==> src/rtl/mc_pkg.sv <==
// Shared types and encodings for the multi-cycle control sequencer.
package mc_pkg;

    typedef enum logic [2:0] {
        S_IDLE,
        S_FETCH,
        S_DECODE,
        S_EXEC,
        S_MEM,
        S_WB,
        S_HALT,
        S_TRAP
    } state_t;

    typedef enum logic [1:0] {
        CAUSE_NONE,
        CAUSE_ILLEGAL,
        CAUSE_IMEM_TO,
        CAUSE_DMEM_TO
    } trap_cause_t;

    localparam logic [6:0] OP_R      = 7'b0110011;
    localparam logic [6:0] OP_IMM    = 7'b0010011;
    localparam logic [6:0] OP_LOAD   = 7'b0000011;
    localparam logic [6:0] OP_STORE  = 7'b0100011;
    localparam logic [6:0] OP_BRANCH = 7'b1100011;
    localparam logic [6:0] OP_JAL    = 7'b1101111;
    localparam logic [6:0] OP_JALR   = 7'b1100111;
    localparam logic [6:0] OP_LUI    = 7'b0110111;
    localparam logic [6:0] OP_AUIPC  = 7'b0010111;

    localparam logic [1:0] SRCA_PC   = 2'b00;
    localparam logic [1:0] SRCA_REG  = 2'b01;
    localparam logic [1:0] SRCB_REG  = 2'b00;
    localparam logic [1:0] SRCB_FOUR = 2'b01;
    localparam logic [1:0] SRCB_IMM  = 2'b10;

    localparam logic [1:0] WB_ALU    = 2'b00;
    localparam logic [1:0] WB_MEM    = 2'b01;
    localparam logic [1:0] WB_IMM    = 2'b10;
    localparam logic [1:0] WB_PC4    = 2'b11;

    // A zero timeout still needs a 1-bit counter to keep widths legal.
    function automatic int cnt_width(input int t);
        return (t < 1) ? 1 : $clog2(t + 1);
    endfunction

    function automatic logic op_legal(input logic [6:0] op);
        case (op)
            OP_R, OP_IMM, OP_LOAD, OP_STORE, OP_BRANCH,
            OP_JAL, OP_JALR, OP_LUI, OP_AUIPC: return 1'b1;
            default: return 1'b0;
        endcase
    endfunction

endpackage

==> src/rtl/mc_sequencer_if.sv <==
// Instruction/data memory request-ready handshake bundle.
interface mc_mem_if;
    logic imem_req;
    logic imem_ready;
    logic dmem_req;
    logic dmem_wren;
    logic dmem_ready;

    modport master (
        output imem_req, dmem_req, dmem_wren,
        input  imem_ready, dmem_ready
    );

    modport slave (
        input  imem_req, dmem_req, dmem_wren,
        output imem_ready, dmem_ready
    );
endinterface

==> src/rtl/mc_wait_timer.sv <==
// Saturating memory-wait counter with timeout detection.
module mc_wait_timer
    import mc_pkg::*;
#(
    parameter int WAIT_TIMEOUT = 15
) (
    input  logic i_clk,
    input  logic i_rst_n,
    input  logic i_clr,
    input  logic i_inc,
    output logic o_expired,
    output logic o_zero
);
    localparam int W = cnt_width(WAIT_TIMEOUT);
    localparam logic [W-1:0] LIMIT = W'(WAIT_TIMEOUT);

    logic [W-1:0] r_cnt;

    always_ff @(posedge i_clk or negedge i_rst_n) begin
        if (!i_rst_n) begin
            r_cnt <= '0;
        end else if (i_clr) begin
            r_cnt <= '0;
        end else if (i_inc && (r_cnt != '1)) begin
            r_cnt <= r_cnt + 1'b1;
        end
    end

    assign o_expired = (WAIT_TIMEOUT != 0) && (r_cnt == LIMIT);
    assign o_zero    = (r_cnt == '0);
endmodule

==> src/rtl/mc_sequencer.sv <==
// Multi-cycle RV32I control sequencer: strobes, mux selects and
// memory handshakes with timeout, illegal-opcode trap and debug halt.
module mc_sequencer
    import mc_pkg::*;
#(
    parameter int WAIT_TIMEOUT = 15,
    parameter bit TRAP_EN      = 1'b1
) (
    input  logic        clk,
    input  logic        reset,
    mc_mem_if.master    mem,
    input  logic [6:0]  opcode,
    input  logic        branch_taken,
    input  logic        halt_req,
    output logic        ir_write,
    output logic        tgt_write,
    output logic        pc_write,
    output logic        pc_src,
    output logic        reg_write,
    output logic [1:0]  alu_src_a,
    output logic [1:0]  alu_src_b,
    output logic [1:0]  writeback_src,
    output logic        halted,
    output logic        trap,
    output logic [1:0]  trap_cause
);
    state_t      r_state;
    state_t      w_next;
    logic        r_trap;
    trap_cause_t r_cause;
    trap_cause_t w_cause;
    logic        w_imem_req;
    logic        w_dmem_req;
    logic        w_dmem_wren;
    logic        w_inc;
    logic        w_clr;
    logic        w_expired;
    logic        w_zero;

    mc_wait_timer #(.WAIT_TIMEOUT(WAIT_TIMEOUT)) u_timer (
        .i_clk     (clk),
        .i_rst_n   (reset),
        .i_clr     (w_clr),
        .i_inc     (w_inc),
        .o_expired (w_expired),
        .o_zero    (w_zero)
    );

    always_ff @(posedge clk or negedge reset) begin
        if (!reset) begin
            r_state <= S_IDLE;
            r_trap  <= 1'b0;
            r_cause <= CAUSE_NONE;
        end else begin
            r_state <= w_next;
            if (w_next == S_TRAP && r_state != S_TRAP) begin
                r_trap  <= 1'b1;
                r_cause <= w_cause;
            end
        end
    end

    always_comb begin
        w_next        = r_state;
        w_cause       = CAUSE_NONE;
        w_inc         = 1'b0;
        w_imem_req    = 1'b0;
        w_dmem_req    = 1'b0;
        w_dmem_wren   = 1'b0;
        ir_write      = 1'b0;
        tgt_write     = 1'b0;
        pc_write      = 1'b0;
        pc_src        = 1'b0;
        reg_write     = 1'b0;
        alu_src_a     = SRCA_PC;
        alu_src_b     = SRCB_REG;
        writeback_src = WB_ALU;
        halted        = 1'b0;
        unique case (r_state)
            S_IDLE: w_next = S_FETCH;
            S_FETCH: begin
                if (halt_req && w_zero) begin
                    w_next = S_HALT;
                end else if (w_expired) begin
                    w_next  = S_TRAP;
                    w_cause = CAUSE_IMEM_TO;
                end else begin
                    w_imem_req = 1'b1;
                    if (mem.imem_ready) begin
                        ir_write = 1'b1;
                        w_next   = S_DECODE;
                    end else begin
                        w_inc = 1'b1;
                    end
                end
            end
            S_DECODE: begin
                alu_src_a = SRCA_PC;
                alu_src_b = SRCB_IMM;
                tgt_write = 1'b1;
                if (op_legal(opcode)) begin
                    w_next = S_EXEC;
                end else if (TRAP_EN) begin
                    w_next  = S_TRAP;
                    w_cause = CAUSE_ILLEGAL;
                end else begin
                    pc_write = 1'b1;
                    w_next   = S_FETCH;
                end
            end
            S_EXEC: begin
                case (opcode)
                    OP_R: begin
                        alu_src_a = SRCA_REG;
                        w_next    = S_WB;
                    end
                    OP_IMM, OP_JALR: begin
                        alu_src_a = SRCA_REG;
                        alu_src_b = SRCB_IMM;
                        w_next    = S_WB;
                    end
                    OP_LOAD, OP_STORE: begin
                        alu_src_a = SRCA_REG;
                        alu_src_b = SRCB_IMM;
                        w_next    = S_MEM;
                    end
                    OP_BRANCH: begin
                        alu_src_a = SRCA_REG;
                        pc_write  = 1'b1;
                        pc_src    = branch_taken;
                        w_next    = S_FETCH;
                    end
                    OP_JAL: begin
                        reg_write     = 1'b1;
                        writeback_src = WB_PC4;
                        pc_write      = 1'b1;
                        pc_src        = 1'b1;
                        w_next        = S_FETCH;
                    end
                    OP_LUI: w_next = S_WB;
                    OP_AUIPC: begin
                        alu_src_b = SRCB_IMM;
                        w_next    = S_WB;
                    end
                    default: begin
                        pc_write = 1'b1;
                        w_next   = S_FETCH;
                    end
                endcase
            end
            S_MEM: begin
                if (w_expired) begin
                    w_next  = S_TRAP;
                    w_cause = CAUSE_DMEM_TO;
                end else begin
                    w_dmem_req  = 1'b1;
                    w_dmem_wren = (opcode == OP_STORE);
                    if (mem.dmem_ready) begin
                        if (opcode == OP_STORE) begin
                            pc_write = 1'b1;
                            w_next   = S_FETCH;
                        end else begin
                            w_next = S_WB;
                        end
                    end else begin
                        w_inc = 1'b1;
                    end
                end
            end
            S_WB: begin
                reg_write = 1'b1;
                case (opcode)
                    OP_LOAD: writeback_src = WB_MEM;
                    OP_LUI:  writeback_src = WB_IMM;
                    OP_JALR: writeback_src = WB_PC4;
                    default: writeback_src = WB_ALU;
                endcase
                pc_write = 1'b1;
                pc_src   = (opcode == OP_JALR);
                w_next   = S_FETCH;
            end
            S_HALT: begin
                halted = 1'b1;
                if (!halt_req) w_next = S_FETCH;
            end
            S_TRAP: w_next = S_TRAP;
            default: w_next = S_IDLE;
        endcase
    end

    // Any accepted ready also moves state, so the state-change term covers it.
    assign w_clr = (w_next != r_state)
                 || (w_imem_req && mem.imem_ready)
                 || (w_dmem_req && mem.dmem_ready);

    assign mem.imem_req  = w_imem_req;
    assign mem.dmem_req  = w_dmem_req;
    assign mem.dmem_wren = w_dmem_wren;
    assign trap          = r_trap;
    assign trap_cause    = r_cause;
endmodule

==> src/flat_wrapper.sv <==
// flat-port wrapper written by rule: the top's interface ports become plain ports
module mc_sequencer_flat import mc_pkg::*;
#(
    parameter int WAIT_TIMEOUT = 15,
    parameter bit TRAP_EN      = 1'b1
)
  (clk, reset, opcode, branch_taken, halt_req, ir_write, tgt_write, pc_write, pc_src, reg_write, alu_src_a, alu_src_b, writeback_src, halted, trap, trap_cause, mem_imem_req, mem_dmem_req, mem_dmem_wren, mem_imem_ready, mem_dmem_ready);
  mc_mem_if mem_i ();
  input  logic clk;
  input  logic reset;
  input  logic [6:0] opcode;
  input  logic branch_taken;
  input  logic halt_req;
  output logic ir_write;
  output logic tgt_write;
  output logic pc_write;
  output logic pc_src;
  output logic reg_write;
  output logic [1:0] alu_src_a;
  output logic [1:0] alu_src_b;
  output logic [1:0] writeback_src;
  output logic halted;
  output logic trap;
  output logic [1:0] trap_cause;
  output wire logic [$bits(mem_i.imem_req)-1:0] mem_imem_req;
  output wire logic [$bits(mem_i.dmem_req)-1:0] mem_dmem_req;
  output wire logic [$bits(mem_i.dmem_wren)-1:0] mem_dmem_wren;
  input wire logic [$bits(mem_i.imem_ready)-1:0] mem_imem_ready;
  input wire logic [$bits(mem_i.dmem_ready)-1:0] mem_dmem_ready;
  assign mem_imem_req = mem_i.imem_req;
  assign mem_dmem_req = mem_i.dmem_req;
  assign mem_dmem_wren = mem_i.dmem_wren;
  assign mem_i.imem_ready = mem_imem_ready;
  assign mem_i.dmem_ready = mem_dmem_ready;
  mc_sequencer #(.WAIT_TIMEOUT(WAIT_TIMEOUT), .TRAP_EN(TRAP_EN)) u_core (.clk(clk), .reset(reset), .mem(mem_i), .opcode(opcode), .branch_taken(branch_taken), .halt_req(halt_req), .ir_write(ir_write), .tgt_write(tgt_write), .pc_write(pc_write), .pc_src(pc_src), .reg_write(reg_write), .alu_src_a(alu_src_a), .alu_src_b(alu_src_b), .writeback_src(writeback_src), .halted(halted), .trap(trap), .trap_cause(trap_cause));
endmodule
==> config.mk <==
export PLATFORM = sky130hd
export DESIGN_NAME = mc_sequencer_flat
export DESIGN_NICKNAME = d
export VERILOG_FILES = /design/src/rtl/mc_pkg.sv /design/src/rtl/mc_sequencer_if.sv /design/src/rtl/mc_wait_timer.sv /design/src/rtl/mc_sequencer.sv /design/src/flat_wrapper.sv
export SDC_FILE = /design/constraint.sdc
export NUM_CORES = 1
export LEC_CHECK = 0
export ABC_AREA = 1
export CORE_MARGIN = 3
export CORE_UTILIZATION = 45
export CTS_CLUSTER_SIZE = 28
export DETAILED_ROUTE_END_ITERATION = 16
export GPL_ROUTABILITY_DRIVEN = 0
export HOLD_SLACK_MARGIN = 0.02
export PLACE_DENSITY = 0.78
export SYNTH_ARGS = -nofsm -noshare
export SYNTH_HDL_FRONTEND = slang
export SYNTH_SLANG_ARGS = --single-unit
==> constraint.sdc <==
create_clock -name clk -period 1.7 [get_ports clk]
set_input_delay 0.255 -clock clk [delete_from_list [all_inputs] [get_ports clk]]
set_output_delay 0.255 -clock clk [all_outputs]
set_load 0.005 [all_outputs]
==> impl_results.md, run 1 <==
* Post-cts hold buffer count at 0
* Simple-Gate Fraction of Synth Area at 44.24%
* Post-synthesis sequential area ratio at 26.18%
* Post-synthesis mux area share at 0%
* Height of the die at 52.09 µm
* Compound-Gate Fraction of Synth Area at 10.47%
* Placed cells at 255
* Run Error: [ERROR DPL-0038] Utilization greater than 100%, impossible to legalize
* DP HPWL at 2591 µm
* Clock Tree Root: clkbuf_4
* Yosys reg bits at 10
* Share of the synthesized area in the top cell type at 26.18%
* Initial Util at 48.23%
* Post-synthesis xor/xnor area fraction at 2.749%
* Ports at 31
* DIE WIDTH at 52.09 µm
* Number of flops mapped to enable cells by yosys at 0
* Worst Endpoint after GRT Repair: u_core.u_timer.r_cnt[3]$_DFFE_PN0P_/D
* Post-Synthesis Cells at 159
* Clk sink count at 10
* CTS max path bufs at 2
* Adder-cell share of the synthesized area at 2.618%
* H-Tree Depth at 1
* FFs w/ async S/R, synth at 100.0%
* Port bufs at 28
* Area after DPL at 1574 µm²
* Stopped at: global routing (5_1_grt)
* Synth area leaders: dfrtp_1 (26%), nand2_1 (16%), inv_1 (11%)
* Num CTS Buffers at 3
* Largest family of logic cells by synthesized area: simple AND/OR/NAND/NOR gates
* Mapped Area at 955.9 µm²
* Avg Inst Size Synth at 6.012 µm²
* Row cnt at 16
* Unique cell type count in the Yosys netlist at 25
* Kind of the worst endpoint: register data pin
* Yosys warns at 0
* Post-synth top flop: dfrtp_1
* Status: did not finish
* Leading area contributor after synthesis: dfrtp_1
* Largest net degree at the start of global routing at 11
## kinds of logic after synthesis
family,count (synthesis)
AO/OA/AOI/OAI,17
XOR/XNOR,3
adder cells (fa/ha/maj),2
buffers and inverters,32
flip-flops,10
other,1
AND/OR/NAND/NOR,94
## through the flow
stage                     utilization, %  worst slack (ps)  TNS (ps)
after floorplan                        -             201.0         0
after global placement             79.42            -486.0     -5857
after detailed placement           79.42            -586.0     -7117
after CTS                          95.45            -122.2    -632.2
## cell usage after synthesis (2+ instances only)
cell and instances:
nand4_1 4, nand3_1 13, nor3_1 2, buf_4 2, nand2_2 3, nor2_1 22
inv_2 2, nand3_2 2, inv_1 27, o21ai_0 10, xor2_1 3, a21oi_1 2
nand2_1 42, nor2_2 4, dfrtp_1 10, ha_1 2
## what timing repair did
item                                    4_1_cts
endpoints found under the setup margin       20
setup buffers                                20
gates resized for setup                     110
pin swaps                                    29
==> run 2, diff against run 1 <==
Settings changed: CORE_AREA set to 3 3 64 66, CORE_MARGIN 3 to not set, CORE_UTILIZATION 45 to not set, CTS_CLUSTER_SIZE 28 to not set, DIE_AREA set to 0 0 67 69, HOLD_SLACK_MARGIN 0.02 to not set, PLACE_DENSITY 0.78 to not set, PLACE_DENSITY_LB_ADDON set to 0.15.
==> run 2 against run 1 <==
  * The run now ends clean
  * Area after synthesis is the same
  * Synthesized cell count is the same
==> impl_results.md, run 2 <==
* Worst min path class: in -> async
* Yosys warns at 0 (unchanged)
* Reg clk slew, reported paths at 50 ps
* RSZ-0062 raised after global routing: yes
* Tmin final at 1687 ps
* DRC Markers at 0
* Most frequent cells in the layout: buf_4 (44), nand2_1 (26), inv_1 (18)
* Largest net degree at the start of global routing at 11
* Cell area power density at 1276 nW/µm²
* Avg Inst Size Synth at 6.012 µm² (unchanged)
* Reg with most FFs: u_core.u_timer.r_cnt
* Layout cells sized above 1 at 53.69%
* Most common cell after layout, fill and taps aside: buf_4
* Final antenna-violating net count at 0
* Data arrival time of the critical path at 1430 ps
* Setup tns final at 0 ps
* CTS max path bufs at 2 (unchanged)
* Clk sink count at 10 (unchanged)
* Std-Cell Core Area at 3633 µm²
* Initial antenna violation count at 0
* Reg area at 250.2 µm²
* First-pass GRT wire length at 5595 µm
* Largest register FFs at 4
* Achievable Freq at 0.5927 GHz
* Drt pass-1 iters at 4
* Clk_skew at 2.959 ps
* Clock Tree Root: clkbuf_8 (was clkbuf_4)
* Post-synth top cells: nand2_1 (42), inv_1 (27), nor2_1 (22), nand3_1 (13) (unchanged)
* Worst skew pair latency at 230 ps
* FFs w/ async S/R, synth at 100.0% (unchanged)
* DR WL/cell at 11.50 µm
* Crit Path Max Fanout at 4
* Number of flops mapped to enable cells by yosys at 0 (unchanged)
* Non-filler cells, final at 292
* Mapped Area at 955.9 µm² (unchanged)
* Post-synthesis sequential area ratio at 26.18% (unchanged)
* Multi-input logic area at 790.8 µm²
* Count leader, synth: nand2_1 (unchanged)
* Ant diodes at 0
* Num CTS Buffers at 3 (unchanged)
* Final setup violation count at 0
* Aggregate routed wire length at 3358 µm
* Share of the synthesized area in the top cell type at 26.18% (unchanged)
* Yosys reg bits at 10 (unchanged)
* Post-synth top flop: dfrtp_1 (unchanged)
* Status: finished, final reports clean (was did not finish)
* Crit path capture type: output port
* Fillers at 374
* Post-Synthesis Cells at 159 (unchanged)
* Peak VDD IR at 829.5 µV
* Max Cap Violations at 0
* Remaining Overflow, GRT at 0
* Ports at 31 (unchanged)
* Area grow syn2layout at 103.0%
* Initial Util at 26.31% (was 48.23%)
* Final critical-path share of the clock period at 99.24%
* Final hold violation count at 0
* Height of the die at 69 µm (was 52.09 µm)
* H-Tree Depth at 1 (unchanged)
* Post-cts hold buffer count at 0 (unchanged)
* Setup CP Type: reg -> out
* Pleak at 1.050 nW
* Final-stage net count at 261
* Leading area contributor after synthesis: dfrtp_1 (unchanged)
* CP startpoint kind: register
* DR vias at 1315
* Initial drt markers at 29
* DP HPWL at 2455 µm (was 2591 µm)
* Unique cell type count in the Yosys netlist at 25 (unchanged)
* Global Route Usage Sum at 15.32%
* Synth area leaders: dfrtp_1 (26%), nand2_1 (16%), inv_1 (11%) (unchanged)
* CTS tree: yes
* Vias per cell at 4.503
* Slew Viols, Final at 0
* Required time of the critical path at 1440 ps
* Row cnt at 22 (was 16)
* Port bufs at 28 (unchanged)
* DIE WIDTH at 67 µm (was 52.09 µm)
* Die area at 4623 µm²
* Placed cells at 277 (was 255)
* Vias in the first global route at 1304
* Total power at 2.476 mW
run 2: cell counts after synthesis:
No cell type changed its count.
run 2: routing by layer:
metal  vias up  share of wire, %  GRT usage, %
met5         -                 0             0
met4         0               1.4         4.054
li1        670                 -             -
met2        29                50         25.76
met1       609                44         18.98
met3         7               3.9         3.909
run 2: path summary, 6_finish.rpt:
path / from / to / slack (ps) / cells past startpoint
worst max-delay path: u_core.r_state[2]$_DFF_PN0_ / writeback_src[0] / 10 / 9
worst min-delay path: reset / u_core.u_timer.r_cnt[2]$_DFFE_PN0P_ / 350 / 1
worst max register to register: u_core.u_timer.r_cnt[1]$_DFFE_PN0P_ / u_core.u_timer.r_cnt[2]$_DFFE_PN0P_ / 30 / 12
worst min register to register: u_core.trap_cause[1]$_DFFE_PN0P_ / u_core.trap_cause[1]$_DFFE_PN0P_ / 470 / 2
max in group asynchronous: reset / u_core.r_state[0]$_DFF_PN0_ / 1030 / 1
min in group clk: u_core.trap_cause[1]$_DFFE_PN0P_ / u_core.trap_cause[1]$_DFFE_PN0P_ / 470 / 2
run 2: through the flow:
stage,instance area [µm²],util (%),hold WS (ps),setup WS (ps)
after CTS,1836,50.52,362.4,-5.095
after global routing,1941,53.41,383.3,-111.2
after detailed placement,1608,44.25,461.9,-548.8
final,1941,53.41,346.4,12.89
after floorplan,959.7,-,-40.59,201.0
after global placement,1608,44.25,446.4,-591.9
run 2: cell type report:
type	instances	area share (%)
sequential	10	12.89
multi-input combinational	118	40.75
timing repair buffer	83	34.82
clock buffer	3	2.128
tap	48	3.095
inverter	30	6.319
run 2: logic make-up (layout without fill, tap and decap cells):
logic type / Yosys count / in the layout / share of synthesized area [%]
AND/OR/NAND/NOR: 94 / 94 / 44.24
adder cells (fa/ha/maj): 2 / 2 / 2.617
flip-flops: 10 / 10 / 26.18
buffers and inverters: 32 / 116 / 13.35
other: 1 / 2 / 0.3923
XOR/XNOR: 3 / 3 / 2.749
AO/OA/AOI/OAI: 17 / 17 / 10.47
run 2: worst max-delay path: stages, from the launching register on:
cell and delay (ps):
dfrtp_1 420, inv_2 110, nand2_4 60, nor2_4 120, inv_1 80, nor2_2 110
buf_4 120, a21oi_2 30, inv_1 40, buf_2 100
run 2: where the power goes:
part / total [mW] / switching, mW / internal [mW]
combinational: 1.88 / 0.923 / 0.956
clock: 0.240 / 0.0859 / 0.154
sequential: 0.357 / 0.0507 / 0.306
total: 2.48 / 1.06 / 1.42
run 2: repair_timing:
action / CTS / global route
gates resized for setup: 98 / 34
hold endpoints to repair: 0 / 0
buffers inserted: 11 / 2
pin swaps: 26 / 12
setup endpoints to repair: 20 / 19
No activity file was read; power rests on OpenSTA's default activity.
